**config.mk**
```make
export PLATFORM = sky130hd
export DESIGN_NAME = temp_sensor_ctrl
export DESIGN_NICKNAME = d
export VERILOG_FILES = /design/src/rtl/temp_sensor_ctrl.sv
export SDC_FILE = /design/constraint.sdc
export NUM_CORES = 1
export LEC_CHECK = 0
export ABC_CLOCK_PERIOD_IN_PS = 3100
export BUFFER_PORTS_ARGS = -buffer_cell sky130_fd_sc_hd__buf_2
export CAP_MARGIN = 40
export CORE_MARGIN = 5
export CORE_UTILIZATION = 43
export CTS_CLUSTER_SIZE = 10
export DETAILED_ROUTE_END_ITERATION = 7
export GPL_TIMING_DRIVEN = 0
export REMOVE_ABC_BUFFERS = 1
export SYNTH_ARGS = -nofsm -noshare
export SYNTH_HDL_FRONTEND = slang
export SYNTH_SLANG_ARGS = --single-unit
```
**constraint.sdc**
```tcl
create_clock -name CLK_REF -period 3.1 [get_ports CLK_REF]
set_clock_uncertainty 0.2 [all_clocks]
set_input_delay 0.465 -clock CLK_REF [delete_from_list [all_inputs] [get_ports CLK_REF]]
set_output_delay 0.465 -clock CLK_REF [all_outputs]
set_load 0.1 [all_outputs]
```
**src/rtl/temp_sensor_ctrl.sv**
```systemverilog
`default_nettype none
// ============================================================================
//  Module   : temp_sensor_ctrl
//  Purpose  : Conversion sequencer for the temperature sensor macro. Handles
//             enable/settle, counter reset pulses, DONE synchronisation,
//             2^N averaging, periodic re-launch and conversion timeout.
//  Revision : 1.0  initial release
// ============================================================================
module temp_sensor_ctrl #(
   parameter int SETTLE_CYC = 64,
   parameter int RST_CYC    = 4,
   parameter int TIMEOUT_W  = 20,
   parameter int PERIOD_W   = 16
) (
   input  logic                CLK_REF,
   input  logic                RESETn,
   input  logic                start,
   input  logic                periodic,
   input  logic [PERIOD_W-1:0] period_cyc,
   input  logic [1:0]          avg_log2,
   input  logic [3:0]          sel_conv_time_cfg,
   input  logic                abort,
   input  logic                sens_done,
   input  logic [23:0]         sens_dout,
   output logic                sens_en,
   output logic                sens_reset_countern,
   output logic [3:0]          sens_sel_conv_time,
   output logic [23:0]         result,
   output logic                result_valid,
   output logic                busy,
   output logic                timeout_err,
   output logic [7:0]          sample_cnt
);

   // One shared down-time counter serves SETTLE, RSTCNT and WAIT, so it must
   // be wide enough for the largest of the three intervals.
   localparam int SETTLE_W = $clog2(SETTLE_CYC + 1);
   localparam int RST_W    = $clog2(RST_CYC + 1);
   localparam int CNT_A    = (SETTLE_W > RST_W) ? SETTLE_W : RST_W;
   localparam int CNT_W    = (CNT_A > PERIOD_W) ? CNT_A : PERIOD_W;

   localparam logic [CNT_W-1:0] SETTLE_LAST = CNT_W'(SETTLE_CYC - 1);
   localparam logic [CNT_W-1:0] RST_LAST    = CNT_W'(RST_CYC - 1);

   typedef enum logic [2:0] {
      IDLE   = 3'd0,
      SETTLE = 3'd1,
      RSTCNT = 3'd2,
      CONV   = 3'd3,
      ACCUM  = 3'd4,
      WAIT   = 3'd5
   } state_t;

   state_t               state;
   logic                 done_s1;
   logic                 done_s2;
   logic                 done_s3;
   logic                 done_rise;
   logic                 periodic_d;
   logic [1:0]           avg_lat;
   logic [CNT_W-1:0]     cnt;
   logic [TIMEOUT_W-1:0] tcnt;
   logic [26:0]          acc;
   logic [3:0]           idx;

   logic                 launch_req;
   logic                 launch;
   logic [26:0]          acc_sum;
   logic [3:0]           idx_next;
   logic [3:0]           conv_total;
   logic [TIMEOUT_W-1:0] tcnt_next;
   logic [CNT_W-1:0]     period_last;

   // A new burst is requested by a start pulse or by periodic going high.
   assign launch_req  = start | (periodic & ~periodic_d);
   // A zero period behaves as a one-cycle gap.
   assign period_last = (period_cyc == '0) ? '0 : CNT_W'(period_cyc - 1'b1);
   assign launch      = ((state == IDLE) && launch_req) ||
                        ((state == WAIT) && periodic && (cnt == period_last));
   assign acc_sum     = acc + {3'b000, sens_dout};
   assign idx_next    = idx + 4'd1;
   assign conv_total  = 4'd1 << avg_lat;
   assign tcnt_next   = tcnt + 1'b1;

   // Two-flop DONE synchroniser plus registered rising-edge detect.
   always_ff @(posedge CLK_REF or negedge RESETn) begin
      if (!RESETn) begin
         done_s1   <= 1'b0;
         done_s2   <= 1'b0;
         done_s3   <= 1'b0;
         done_rise <= 1'b0;
      end else begin
         done_s1   <= sens_done;
         done_s2   <= done_s1;
         done_s3   <= done_s2;
         done_rise <= done_s2 & ~done_s3;
      end
   end

   // Delayed copy of periodic for edge detection.
   always_ff @(posedge CLK_REF or negedge RESETn) begin
      if (!RESETn) begin
         periodic_d <= 1'b0;
      end else begin
         periodic_d <= periodic;
      end
   end

   // Sequencer: state, counters, accumulator and all registered outputs.
   always_ff @(posedge CLK_REF or negedge RESETn) begin
      if (!RESETn) begin
         state               <= IDLE;
         sens_en             <= 1'b0;
         sens_reset_countern <= 1'b0;
         sens_sel_conv_time  <= 4'd0;
         result              <= 24'd0;
         result_valid        <= 1'b0;
         busy                <= 1'b0;
         timeout_err         <= 1'b0;
         sample_cnt          <= 8'd0;
         avg_lat             <= 2'd0;
         cnt                 <= '0;
         tcnt                <= '0;
         acc                 <= 27'd0;
         idx                 <= 4'd0;
      end else begin
         result_valid <= 1'b0;
         if (abort) begin
            // Abort wins over start, done_rise and every other transition.
            state               <= IDLE;
            sens_en             <= 1'b0;
            sens_reset_countern <= 1'b0;
            busy                <= 1'b0;
         end else if (launch) begin
            // Burst start: freeze the configuration for the whole burst.
            sens_sel_conv_time <= sel_conv_time_cfg;
            avg_lat            <= avg_log2;
            acc                <= 27'd0;
            idx                <= 4'd0;
            timeout_err        <= 1'b0;
            cnt                <= '0;
            sens_en            <= 1'b1;
            busy               <= 1'b1;
            state              <= SETTLE;
         end else begin
            case (state)
               IDLE: begin
                  sens_en             <= 1'b0;
                  sens_reset_countern <= 1'b0;
               end
               SETTLE: begin
                  if (cnt == SETTLE_LAST) begin
                     cnt   <= '0;
                     state <= RSTCNT;
                  end else begin
                     cnt <= cnt + 1'b1;
                  end
               end
               RSTCNT: begin
                  if (cnt == RST_LAST) begin
                     sens_reset_countern <= 1'b1;
                     tcnt                <= '0;
                     state               <= CONV;
                  end else begin
                     cnt <= cnt + 1'b1;
                  end
               end
               CONV: begin
                  tcnt <= tcnt_next;
                  if (done_rise) begin
                     state <= ACCUM;
                  end else if (&tcnt_next) begin
                     timeout_err         <= 1'b1;
                     sens_en             <= 1'b0;
                     sens_reset_countern <= 1'b0;
                     busy                <= 1'b0;
                     state               <= IDLE;
                  end
               end
               ACCUM: begin
                  acc                 <= acc_sum;
                  idx                 <= idx_next;
                  sens_reset_countern <= 1'b0;
                  cnt                 <= '0;
                  if (idx_next < conv_total) begin
                     state <= RSTCNT;
                  end else begin
                     result       <= 24'(acc_sum >> avg_lat);
                     result_valid <= 1'b1;
                     sample_cnt   <= sample_cnt + 8'd1;
                     sens_en      <= 1'b0;
                     busy         <= 1'b0;
                     state        <= periodic ? WAIT : IDLE;
                  end
               end
               WAIT: begin
                  if (!periodic) begin
                     state <= IDLE;
                  end else begin
                     cnt <= cnt + 1'b1;
                  end
               end
               default: begin
                  state <= IDLE;
               end
            endcase
         end
      end
   end

endmodule
`default_nettype wire

```
==> summary.txt <==
Final layout
  • Share of layout cells above drive strength 1: 0.284
  • Total inserted antenna cells: 0
  • Post-route core utilization: 0.577
  • Final-stage net count: 1184
  • Final standard cell area without fillers: 0.0108 mm2
  • Area growth from synthesis to layout: 31.6%
  • Non-filler instance count after layout: 1345

Logic synthesis
  • Cell count after synthesis: 960
  • Synthesis warning total: 0
  • Synthesized area divided by synthesized cell count: 8.53 um2
  • Post-synth design cell area: 0.00819 mm2
  • EDFF count, synth: 0
  • Top_reg_cell synth: sky130_fd_sc_hd__dfrtp_1
  • Fraction of the yosys area taken by sequential cells: 0.360
  • Ys async rst share: 1.00
  • Number of library cell types mapped by synthesis: 77
  • Number of register bits inferred by synthesis: 118

Clock tree
  • Number of clock sinks: 118
  • Number of buffers on the longest clock path: 2
  • H-tree depth reported by CTS: 4
  • Number of clock buffers inserted by TritonCTS: 17
  • Root buffer selected by CTS: sky130_fd_sc_hd__clkbuf_16
  • Latest clock arrival within the worst-skew pair: 0.43 ns
  • TritonCTS clock tree: done
  • CTS clk-pin slew, worst paths: 0.06 ns

Global route
  • Total Routing Usage GR: 0.214
  • Largest net degree at the start of global routing: 70
  • Overall overflow remaining after global route: 0
  • Number of antenna violations at the first check in global routing: 0
  • Vias in the first global route: 7631
  • First-pass GRT wire length: 38600 um

Worst setup path
  • Largest fanout on the critical path: 5
  • Crit Path Category: input port to flop
  • Arrival time worst endpoint: 3.42 ns
  • Path depth of the worst reg2reg path: 10
  • Startpoint class of the critical path: input port
  • Slack of the worst reg-to-reg path: -0.02 ns
  • Required time at the worst-slack endpoint: 3.20 ns
  • Endpoint class of the critical path: flop
  • RR Startpoint: cnt[11]
  • Endpoint of the most critical register-to-register path: cnt[11]

Drt
  • Routed len/inst: 17.6 um
  • DRC violation count after routing: 0
  • Violation count after the first detailed-route iteration: 531
  • Post-DR vias/cell: 5.78
  • Total via count after detailed routing: 7777
  • Iteration count of the initial detailed-routing pass: 5
  • Antenna Nets Post-Route: 0
  • Detailed Route WL: 23600 um

STA
  • Hold Fails Final Rpt: 0
  • Post-Route Setup TNS: -7.94 ns
  • Number of max-slew violations in the final report: 0
  • Headroom to the max-slew limit: 0.490
  • Setup slack after layout: -0.215 ns
  • Final cycle utilization of the critical path: 1.07
  • Clock period minus worst slack: 3.31 ns
  • Worst slack on hold paths: 0.0678 ns
  • RSZ-0062 raised after global routing: true
  • Least-Margin Pin Slew: 0.765 ns
  • Count of endpoints failing setup in the final report: 59
  • Upper clock frequency limit: 302 MHz

Die
  • Floorplan die height: 148 um
  • Std-Cell Core Area: 0.0187 mm2
  • Std cell rows: 50
  • # IOs: 93
  • Die X-Extent: 148 um
  • Overall die area: 0.0219 mm2
  • Effective utilization at floorplan: 0.438

Status
  • Violated checks: negative setup slack
  • Outcome: complete, but fails checks

Power
  • Total power of the final layout: 4.97 mW
  • Peak VDD IR: 0.415 mV
  • PwrDens: 460 mW/mm2
  • Leakage Power: 4.88 nW

Place
  • Detailed-placement wirelength estimate: 15400 um
  • Placed Cells: 1245
  • I/O Buffers: 92
  • Instance area after placement: 0.00893 mm2
  • Post-placement worst setup slack: -1.68 ns
  • Final RePlAce weighted congestion: 0.811

Min path
  • Endpoint with the worst hold slack: sens_sel_conv_time[3]
  • Hold wc startpoint: sel_conv_time_cfg[3]
  • Type of the worst min-delay path: input port to flop
  • Depth of the worst hold-timing path: 2

Run
  • MaxCap Viol Count: 0
what timing repair did:
action / CTS / global route
setup buffers: 41 / 27
cloned: 2 / 0
setup endpoints to repair: 93 / 90
hold endpoints to repair: 51 / 0
hold buffers: 3 / 0
gates resized for setup: 116 / 62
pin swaps: 23 / 34
cell usage after synthesis, types with 21 or more instances:
cell | number | area, um2
sky130_fd_sc_hd__nand3_1 | 27 | 135
sky130_fd_sc_hd__a21oi_1 | 62 | 310
sky130_fd_sc_hd__nor2_1 | 107 | 402
sky130_fd_sc_hd__dfrtp_1 | 118 | 2950
sky130_fd_sc_hd__nand2_1 | 86 | 323
sky130_fd_sc_hd__nor3_1 | 34 | 170
sky130_fd_sc_hd__o21ai_0 | 72 | 360
sky130_fd_sc_hd__xnor2_1 | 40 | 350
sky130_fd_sc_hd__a211oi_1 | 27 | 203
sky130_fd_sc_hd__inv_1 | 21 | 78.8
sky130_fd_sc_hd__ha_1 | 33 | 413
sky130_fd_sc_hd__clkbuf_1 | 45 | 169
routing by layer:
metal  vias up  wire, um  global-route usage
li1       3814         -                   -
met1      3777     11100               0.285
met2       152     11300               0.355
met3        34       855              0.0389
met4         0       433              0.0637
met5         -         0                   0
cell families after synthesis:
group	share of synthesized area
AO/OA/AOI/OAI	0.234
XOR/XNOR	0.0605
buffers and inverters	0.0359
AND/OR/NAND/NOR	0.217
adder cells (fa/ha/maj)	0.0528
flip-flops	0.360
multiplexers	0.0396
worst max-delay path by stage:
| stage | start | to | cells past startpoint |
|---|---|---|---|
| 6_report | period_cyc[1] | avg_lat[1] | 13 |
| 5_1_grt | period_cyc[1] | sens_sel_conv_time[1] | 14 |
| 4_1_cts | period_cyc[1] | acc[12] | 14 |
| 3_5_place_dp | period_cyc[0] | sens_sel_conv_time[1] | 13 |
| 3_3_place_gp | state[0] | result[22] | 7 |
| 2_1_floorplan | period_cyc[0] | sens_sel_conv_time[1] | 11 |
critical path, stage by stage:
cell and delay [ns]:
sky130_fd_sc_hd__buf_8 0.10, sky130_fd_sc_hd__inv_4 0.04, sky130_fd_sc_hd__ha_4 0.12, sky130_fd_sc_hd__or4b_4 0.49, sky130_fd_sc_hd__or3_4 0.36, sky130_fd_sc_hd__nor4_4 0.24, sky130_fd_sc_hd__mux2i_1 0.26, sky130_fd_sc_hd__o2111ai_2 0.19
sky130_fd_sc_hd__nor4b_4 0.35, sky130_fd_sc_hd__a21boi_4 0.12, sky130_fd_sc_hd__nor2_4 0.18, sky130_fd_sc_hd__buf_6 0.18, sky130_fd_sc_hd__mux2_4 0.30
report_power, final:
group / leakage (nW) / internal, mW / switching (mW) / total [mW]
Sequential: 1.60 / 1.61 / 0.0935 / 1.70
Clock: 0.296 / 1.34 / 0.723 / 2.07
Combinational: 2.98 / 0.439 / 0.757 / 1.20
layout by cell type, fill, tap and decap left out, types with 6 or more instances in the layout:
cell type	instances
sky130_fd_sc_hd__a31oi_1	14
sky130_fd_sc_hd__a22o_1	14
sky130_fd_sc_hd__nand2b_1	10
sky130_fd_sc_hd__mux2_4	6
sky130_fd_sc_hd__nor3_2	6
sky130_fd_sc_hd__nand3_1	26
sky130_fd_sc_hd__and2_1	9
sky130_fd_sc_hd__o221ai_1	8
sky130_fd_sc_hd__buf_6	19
sky130_fd_sc_hd__o21ai_0	53
sky130_fd_sc_hd__xnor2_1	35
sky130_fd_sc_hd__nor2b_1	9
sky130_fd_sc_hd__o31ai_1	7
sky130_fd_sc_hd__o21a_1	9
sky130_fd_sc_hd__nand2_2	8
sky130_fd_sc_hd__nor3_1	27
sky130_fd_sc_hd__mux2i_1	19
sky130_fd_sc_hd__dfrtp_1	114
sky130_fd_sc_hd__a21o_1	20
sky130_fd_sc_hd__o21ai_1	17
sky130_fd_sc_hd__inv_1	16
sky130_fd_sc_hd__buf_8	8
sky130_fd_sc_hd__clkbuf_16	18
sky130_fd_sc_hd__nand4_1	11
sky130_fd_sc_hd__xor2_1	13
sky130_fd_sc_hd__a211oi_1	10
sky130_fd_sc_hd__buf_2	89
sky130_fd_sc_hd__a21oi_2	9
sky130_fd_sc_hd__ha_1	27
sky130_fd_sc_hd__and3_1	19
sky130_fd_sc_hd__nor2_1	106
sky130_fd_sc_hd__nand2_1	77
sky130_fd_sc_hd__buf_4	47
sky130_fd_sc_hd__a211oi_2	16
sky130_fd_sc_hd__a21oi_1	50
cell type report:
cell class              count  area, um2
clock buffers              24        492
clock inverters             8        120
fillers                  1650       7920
inverters                  21       97.6
multi-input cells         767       5510
flip-flops and latches    118       2960
well taps                 234        293
repair buffers            173       1320
state kept, by name, summed over array words and instances, names as in the netlist:
signal / count
result_valid: 1
done_s1: 1
idx: 4
acc: 27
timeout_err: 1
cnt: 16
done_s3: 1
sens_reset_countern: 1
avg_lat: 2
sens_sel_conv_time: 4
done_s2: 1
tcnt: 20
busy: 1
sample_cnt: 8
periodic_d: 1
state: 3
sens_en: 1
result: 24
done_rise: 1
Note: power is estimated with default switching activity, not from simulation.
